[config.mk]
export PLATFORM = sky130hd
export DESIGN_NAME = rca_bist
export DESIGN_NICKNAME = d
export VERILOG_FILES = /design/src/rtl/rca_bist.sv
export SDC_FILE = /design/constraint.sdc
export NUM_CORES = 1
export LEC_CHECK = 0
export CAP_MARGIN = 20
export CORE_ASPECT_RATIO = 1.2
export CORE_UTILIZATION = 49
export DETAILED_ROUTE_END_ITERATION = 16
export GPL_ROUTABILITY_DRIVEN = 0
export GPL_TIMING_DRIVEN = 0
export PLACE_DENSITY = 0.79
export SKIP_LAST_GASP = 1
export SYNTH_ARGS = -nofsm -noshare
export SYNTH_HDL_FRONTEND = slang
export SYNTH_SLANG_ARGS = --single-unit
[constraint.sdc]
create_clock -name i_clk -period 3.9 [get_ports i_clk]
set_clock_uncertainty 0.1 [all_clocks]
set_input_delay 0.585 -clock i_clk [delete_from_list [all_inputs] [get_ports i_clk]]
set_output_delay 0.585 -clock i_clk [all_outputs]
set_load 0.05 [all_outputs]
[src/rtl/rca_bist.sv]
// Built-in self-test for a WIDTH-bit ripple-carry adder/subtractor: sweeps every
// {s,a,b} vector, compares against a golden sum/carry, and records mismatches.
module rca_bist #(
    parameter int WIDTH  = 4,
    parameter int SETTLE = 1
) (
    input  logic               i_clk,
    input  logic               i_rst,
    input  logic               i_start,
    input  logic [1:0]         i_mode,
    output logic               o_busy,
    output logic               o_done,
    output logic               o_pass,
    output logic [15:0]        o_err_count,
    output logic [2*WIDTH:0]   o_first_fail,
    output logic [WIDTH-1:0]   o_dut_a,
    output logic [WIDTH-1:0]   o_dut_b,
    output logic               o_dut_s,
    input  logic [WIDTH-1:0]   i_dut_sum,
    input  logic               i_dut_cout
);

    // IDLE: wait for start | WAIT: adder settling | CHECK: compare and step | DONE: report
    typedef enum logic [1:0] {S_IDLE, S_WAIT, S_CHECK, S_DONE} state_t;

    localparam int CW = (SETTLE > 1) ? $clog2(SETTLE) : 1;
    localparam logic [CW-1:0] SETTLE_LD = (SETTLE > 0) ? CW'(SETTLE - 1) : '0;

    state_t             r_state;
    state_t             w_state_nxt;
    logic [CW-1:0]      r_settle;
    logic [WIDTH-1:0]   r_a;
    logic [WIDTH-1:0]   r_b;
    logic               r_s;
    logic               r_last_s;
    logic               r_busy;
    logic               r_done;
    logic               r_pass;
    logic [15:0]        r_err;
    logic [2*WIDTH:0]   r_first;

    logic               w_last_vec;
    logic [WIDTH-1:0]   w_b_eff;
    logic [WIDTH:0]     w_gold;
    logic               w_mismatch;
    logic [15:0]        w_err_nxt;
    logic [2*WIDTH:0]   w_vec_inc;

    // Subtract is a + ~b + 1, so the carry-in is simply the mode bit.
    assign w_b_eff    = r_s ? ~r_b : r_b;
    assign w_gold     = {1'b0, r_a} + {1'b0, w_b_eff} + {{WIDTH{1'b0}}, r_s};
    assign w_mismatch = ({i_dut_cout, i_dut_sum} != w_gold);
    assign w_err_nxt  = (w_mismatch && (r_err != 16'hFFFF)) ? r_err + 16'd1 : r_err;
    assign w_last_vec = (&r_a) && (&r_b) && (r_s == r_last_s);
    assign w_vec_inc  = {r_s, r_a, r_b} + {{(2*WIDTH){1'b0}}, 1'b1};

    always_ff @(posedge i_clk or posedge i_rst) begin
        if (i_rst) begin
            r_state <= S_IDLE;
        end else begin
            r_state <= w_state_nxt;
        end
    end

    always_comb begin
        w_state_nxt = r_state;
        case (r_state)
            S_IDLE: begin
                if (i_start) begin
                    w_state_nxt = (SETTLE == 0) ? S_CHECK : S_WAIT;
                end
            end
            S_WAIT: begin
                if (r_settle == '0) begin
                    w_state_nxt = S_CHECK;
                end
            end
            S_CHECK: begin
                if (w_last_vec) begin
                    w_state_nxt = S_DONE;
                end else begin
                    w_state_nxt = (SETTLE == 0) ? S_CHECK : S_WAIT;
                end
            end
            S_DONE:  w_state_nxt = S_IDLE;
            default: w_state_nxt = S_IDLE;
        endcase
    end

    always_ff @(posedge i_clk or posedge i_rst) begin
        if (i_rst) begin
            r_settle <= '0;
            r_a      <= '0;
            r_b      <= '0;
            r_s      <= 1'b0;
            r_last_s <= 1'b0;
            r_busy   <= 1'b0;
            r_done   <= 1'b0;
            r_pass   <= 1'b0;
            r_err    <= '0;
            r_first  <= '0;
        end else begin
            r_busy <= (w_state_nxt == S_WAIT) || (w_state_nxt == S_CHECK);
            r_done <= (w_state_nxt == S_DONE);

            if ((w_state_nxt == S_WAIT) && (r_state != S_WAIT)) begin
                r_settle <= SETTLE_LD;
            end else if ((r_state == S_WAIT) && (r_settle != '0)) begin
                r_settle <= r_settle - CW'(1);
            end

            case (r_state)
                S_IDLE: begin
                    if (i_start) begin
                        r_a      <= '0;
                        r_b      <= '0;
                        r_s      <= (i_mode == 2'b01);
                        r_last_s <= (i_mode != 2'b00);
                        r_err    <= '0;
                        r_pass   <= 1'b0;
                        r_first  <= '0;
                    end
                end
                S_CHECK: begin
                    r_err <= w_err_nxt;
                    if (w_mismatch && (r_err == '0)) begin
                        r_first <= {r_s, r_a, r_b};
                    end
                    // The last vector stays on the adder pins after the run.
                    if (w_last_vec) begin
                        r_pass <= (w_err_nxt == '0);
                    end else begin
                        {r_s, r_a, r_b} <= w_vec_inc;
                    end
                end
                default: ;
            endcase
        end
    end

    assign o_busy       = r_busy;
    assign o_done       = r_done;
    assign o_pass       = r_pass;
    assign o_err_count  = r_err;
    assign o_first_fail = r_first;
    assign o_dut_a      = r_a;
    assign o_dut_b      = r_b;
    assign o_dut_s      = r_s;

endmodule

# Yosys cells after proc, flatten, opt, wreduce, memory -nomap -nowiden

Cells that the tools add are included.

Flip-flop bits (word level): 41
Word-level logic and storage cells: 76
Bits of input ports: 10

Multiplexer cells: 24
$add $sub $neg: 5
Reduce and logical (&&, ||, !) cells: 20
Bitwise logic cells: 1
Equality and inequality tests: 15

Operators by type and width:

| operator                | number |
|---|---|
| $logic_not A16 Y1       | 2 |
| $mux W16                | 2 |
| $pmux W16 S2            | 1 |
| $mux W9                 | 2 |
| $pmux W9 S2             | 1 |
| $add A16 B1 Y16 const B | 1 |
| $mux W4                 | 4 |
| $ne A16 B16 Y1 const B  | 1 |
| $pmux W4 S2             | 2 |
| $add A9 B1 Y9 const B   | 1 |
| $reduce_and A3 Y1       | 3 |
| $eq A2 B2 Y1 const B    | 4 |
| $ne A2 B2 Y1 const B    | 4 |
| $pmux W2 S4             | 1 |
| $reduce_and A4 Y1       | 2 |
| $eq A2 B1 Y1 const B    | 3 |
| $logic_and A1 B1 Y1     | 6 |
| $mux W1                 | 6 |
| $mux W2                 | 3 |
| $reduce_bool A2 Y1      | 3 |
| $add A4 B4 Y5           | 1 |
| $add A5 B1 Y5           | 1 |
| $ne A5 B5 Y1            | 1 |
| $not A4 Y4              | 1 |
| other kinds (7)         | 9 |

# Longest topological paths before layout

Word-level depth: 10
Depth in mapped cells: 13

# Worst setup path after synthesis

Ideal clock, no wire load.

Kind: register -> register
Start: register r_s (netlist: o_dut_s)
End: register r_pass (netlist: o_pass)
Path buffers: 1
Setup time: 0.096 ns
Cell stages (with the launch flop): 13
Arrival time: 3.011 ns
Clock period less this slack: 3.207 ns
Path slack: 0.693 ns
Data required time: 3.704 ns
Cells stage by stage: dfrtp_1 > buf_4 > xor2_1 > inv_1 > fa_1 > nor2b_1 > a221oi_1 > xor2_1 > and3_4 > or4b_1 > o21ai_1 > nand4_1 > o31ai_1

Cells in the longest elaborated chain, start to end: 9
Elaborated cells between the ends (all ways): 13
Classes of those cells: 2 x add/sub; 3 x eq/ne; 4 x mux; 4 x reduce/logical

Ends and longest elaborated chain:

| element                | RTL line | text |
|---|---|---|
| start, declared        | 34       | `logic r_s;` |
| start signal, assigned | 117      | `r_s <= (i_mode == 2'b01);` |
| start signal, assigned | 133      | `{r_s, r_a, r_b} <= w_vec_inc;` |
| $mux W4                | 50       | `assign w_b_eff = r_s ? ~r_b : r_b;` |
| $add A4 B4 Y5          | 51       | `assign w_gold = {1'b0, r_a} + {1'b0, w_b_eff} + {{WIDTH{1'b0}}, r_s};` |
| $add A5 B1 Y5          | 51       |  |
| $ne A5 B5 Y1           | 52       | `assign w_mismatch = ({i_dut_cout, i_dut_sum} != w_gold);` |
| $logic_and A1 B1 Y1    | 53       | `assign w_err_nxt = (w_mismatch && (r_err != 16'hFFFF)) ? r_err + 16'd1 : r_err;` |
| $mux W16               | 53       |  |
| $logic_not A16 Y1      | 131      | `r_pass <= (w_err_nxt == '0);` |
| $mux W1                | 130      | `if (w_last_vec) begin` |
| $pmux W1 S2            | 112      | `case (r_state)` |
| end signal, assigned   | 131      |  |
| end, declared          | 38       | `logic r_pass;` |

Parallel ways exist; a longest one is shown, timed or not. The select of a mux whose other input is x is not followed.
A chain may end at the register's enable or synchronous reset.

# Worst setup path after layout

Start: register r_b[3] (netlist: o_dut_b[3])
End: register r_err[13] (netlist: o_err_count[13])

Cells in the longest elaborated chain, start to end: 8

Ends and longest elaborated chain:

| element                | RTL line | text |
|---|---|---|
| start, declared        | 33       | `logic [WIDTH-1:0] r_b;` |
| start signal, assigned | 133      |  |
| $not A4 Y4             | 50       |  |
| $mux W4 *              | 50       |  |
| $add A4 B4 Y5 *        | 51       |  |
| $add A5 B1 Y5 *        | 51       |  |
| $ne A5 B5 Y1 *         | 52       |  |
| $logic_and A1 B1 Y1 *  | 53       |  |
| $mux W16 *             | 53       |  |
| $pmux W16 S2 *         | 112      |  |
| end signal, assigned   | 125      | `r_err <= w_err_nxt;` |
| end, declared          | 39       | `logic [15:0] r_err;` |

Mark *: on every way between the ends. The rest lies on a longest branch, timed or not.

==> results.py <==
metrics = {
    "sta": {
        "period_minus_slack_ns": 3.381,
        "relSlewSlack_pct": 42.17,
        "finalSetupViolations": 0,
        "fmax_mhz": 295.8,
        "rsz0062_at_grt": "false",
        "slew_violations": 0,
        "setup_tns_ns": 0,
        "worst_pin_slew_ns": 0.8662,
        "finalHoldViolCount": 0,
        "fin_crit_sh_pct": 86.70,
    },
    "die": {
        "initial_utilization_pct": 51.40,
        "ios": 47,
        "dieArea_sq_mm": 0.005550,
        "coreArea_sq_mm": 0.005010,
        "die_w_um": 68.18,
        "rows": 28,
        "die_h_um": 81.41,
    },
    "drt": {
        "drtAntennaViolNets": 0,
        "drt-total-wl_mm": 6.721,
        "vias_per_cell": 5.988,
        "drt_iter0_markers": 206,
        "first_pass_iters": 5,
        "drc": 0,
        "num_vias": 2485,
        "avgRoutedWirePerCell_um": 16.20,
    },
    "critical_path": {
        "path_buf_inv": 2,
        "critPathMaxStageDelay_ns": 0.47,
        "worst_path_max_delay_cell": "a31oi_2",
        "cp.arrival_ns": 3.48,
        "worstSetupPathType": "reg2reg",
        "cp.depth": 12,
        "cpLargestDelayFamily": "compound AO/OA/AOI/OAI gates",
        "rr_worst_depth": 12,
        "crit_chain": "clkbuf_1, xor2_1, ha_1, nor2b_1, a221oi_1, xor2_1, a31oi_2, buf_2, nand2_1, nor2_1, nor2_1, a31oi_1",
        "start_kind": "flip-flop",
        "end_kind": "flip-flop",
        "critPathMaxFanout": 10,
        "required_ns": 4.00,
    },
    "layout": {
        "drive_gt1_share_pct": 7.324,
        "area_delta_synth_final_pct": 24.73,
        "fillCellCount": 444,
        "regArea_sq_mm": 0.001026,
        "final_area_sq_mm": 0.003212,
        "fin_nets": 373,
        "antenna_cells": 0,
        "multi_input_area_sq_mm": 0.001426,
    },
    "logic_synthesis": {
        "yosysSeqAreaShare_pct": 39.84,
        "synth_edf_count": 0,
        "netlist_area_sq_mm": 0.002575,
        "ys_ff_latch": 41,
        "postSynth.asyncResetShare_pct": 100.0,
        "synth_top_flop_cell": "dfrtp_1",
        "ys_warn_count": 0,
        "synth.distinct_cells": 53,
        "synth_nets": 319,
        "synth_top_area_share_pct": 39.84,
        "ys_top_cells_by_area": "dfrtp_1 (40%), nand2_1 (6.7%), o21ai_0 (5.8%)",
        "avgSynthCellArea_sq_um": 8.583,
        "syn_inst": 300,
        "synth.largest_area_cell": "dfrtp_1",
    },
    "power": {
        "powerDensity_mw_per_mm2": 373.1,
        "p_sw_share_pct": 37.88,
        "power.switching_w": 0.0004539,
        "share_comb_of_total_power_pct": 31.6,
        "internal_power_w": 0.0007445,
        "p_leak_nw": 1.354,
        "p_seq_share_pct": 42.9,
        "peakVddDrop_v": 0.0003495,
        "clkPwrFrac_pct": 25.5,
        "power.total_w": 0.001198,
    },
    "flow_run": {
        "max_cap_viol_count": 0,
    },
    "placement": {
        "place_area_sq_mm": 0.003110,
        "numPortBuffers": 46,
        "hpwl_mm": 4.675,
    },
    "clocking": {
        "cts_setup_buffers": 0,
        "cts_root_buf": "clkbuf_8",
        "tritoncts": "yes",
        "clkLatencyLatePin_ns": 0.30,
        "cts_hold_buf": 0,
        "clock_sinks": 41,
        "numCtsBuffers": 5,
        "h-tree-depth": 2,
        "path_clk_slew_ns": 0.09,
        "cts_buffer_depth": 2,
        "cts-resized-gates": 0,
    },
    "hold_path": {
        "whs_path_depth": 2,
        "min-delay-path-class": "reg2reg",
    },
    "global_routing": {
        "grt_usage_pct": 26.60,
        "antenna_found_initial": 0,
        "grt_pass1_vias": 2350,
        "grt_max_degree": 42,
        "grt_pass1_wl_mm": 10.98,
        "overflow": 0,
    },
    "outcome": {
        "outcome": "finished, final reports clean",
    },
}
## per-layer routing
layer	wire, um	GRT usage, %
met5	0	0
met4	129	11.25
met3	533	5.972
met2	3302	43.73
met1	2756	33.01
## through the flow
stage	hold slack [ns]	instances	setup slack, ns	utilization (%)
global route	0.4210	415	0.2977	64.11
CTS	0.3932	414	0.5423	64.01
detailed placement	0.3746	406	0.5666	62.09
global placement	0.3606	406	0.6042	62.09
floorplan	0.4112	300	0.6929	-
finish	0.3866	415	0.5188	64.11
## worst paths after layout
kind,startpoint,to,slack (ns)
max,o_dut_b[3],o_err_count[13],0.52
min,o_first_fail[3],o_first_fail[3],0.39
max reg2reg,o_dut_b[3],o_err_count[13],0.52
min reg2reg,o_first_fail[3],o_first_fail[3],0.39
max in group asynchronous,i_rst,o_err_count[15],2.48
min in group asynchronous,i_rst,o_done,0.67
## power groups by stage
| stage | logic [W] | clock network, W | registers [W] |
|---|---|---|---|
| 2_1_floorplan | 0.000154 | 0 | 0.000616 |
| 3_3_place_gp | 0.000371 | 0 | 0.000517 |
| 3_5_place_dp | 0.000374 | 0 | 0.000518 |
| 4_1_cts | 0.000377 | 0.000307 | 0.000510 |
| 5_1_grt | 0.000408 | 0.000326 | 0.000517 |
| 6_report | 0.000378 | 0.000306 | 0.000514 |
## kinds of logic after synthesis
family,count (synthesis),share of synthesized area (%)
adders and majority gates,9,4.665
AOI/OAI and AO/OA,77,18.71
DFF,41,39.84
xor gates and xnor gates,21,7.143
buffers and inverters,28,4.762
and+or+nand+nor,120,23.27
muxes,4,1.604
## worst register-to-register path, cell delays in order (launching register included)
cell	delay, ns
dfrtp_1	0.35
clkbuf_1	0.26
xor2_1	0.20
ha_1	0.28
nor2b_1	0.14
a221oi_1	0.35
xor2_1	0.21
a31oi_2	0.47
buf_2	0.31
nand2_1	0.16
nor2_1	0.16
nor2_1	0.05
a31oi_1	0.23
## synthesized netlist by cell type (4+ instances only)
| cell | n |
|---|---|
| xnor2_1 | 9 |
| clkbuf_1 | 12 |
| nand3_1 | 9 |
| nand2b_1 | 4 |
| ha_1 | 8 |
| o31ai_1 | 4 |
| nand4_1 | 8 |
| buf_2 | 5 |
| nor4_1 | 4 |
| inv_1 | 8 |
| xor2_1 | 12 |
| nor2_1 | 22 |
| dfrtp_1 | 41 |
| a31oi_1 | 8 |
| and3_1 | 4 |
| o21ai_0 | 30 |
| nand2_1 | 46 |
| a21oi_1 | 12 |
## sequential cells by signal, summed over array words and instances, names as in the netlist
register / count
o_first_fail: 9
o_dut_b: 4
r_last_s: 1
o_dut_s: 1
o_busy: 1
o_pass: 1
r_settle: 1
o_err_count: 16
o_done: 1
r_state: 2
o_dut_a: 4
## layout by cell type (no fill, tap or decap), drive strengths merged, types with 4 or more instances in the layout
cell            n
o21ai          32
inv             8
ha              8
nand2          46
buf             9
nand3           9
nand2b          4
clkbuf         18
xor2           12
nand4           8
nor4            5
and3            5
xnor2           9
clkdlybuf4s50  46
nor2           22
o31ai           4
a21oi          12
dfrtp          41
a31oi           9
## layout make-up
cell class | instances | area share, %
buffer | 20 | 2.883
clock buffer | 6 | 2.571
clock inverter | 2 | 0.4285
inverter | 8 | 0.9349
multi-input combinational | 231 | 44.41
sequential | 41 | 31.94
tap | 60 | 2.337
timing repair buffer | 47 | 14.49
Power figures use the tool's default switching activity.
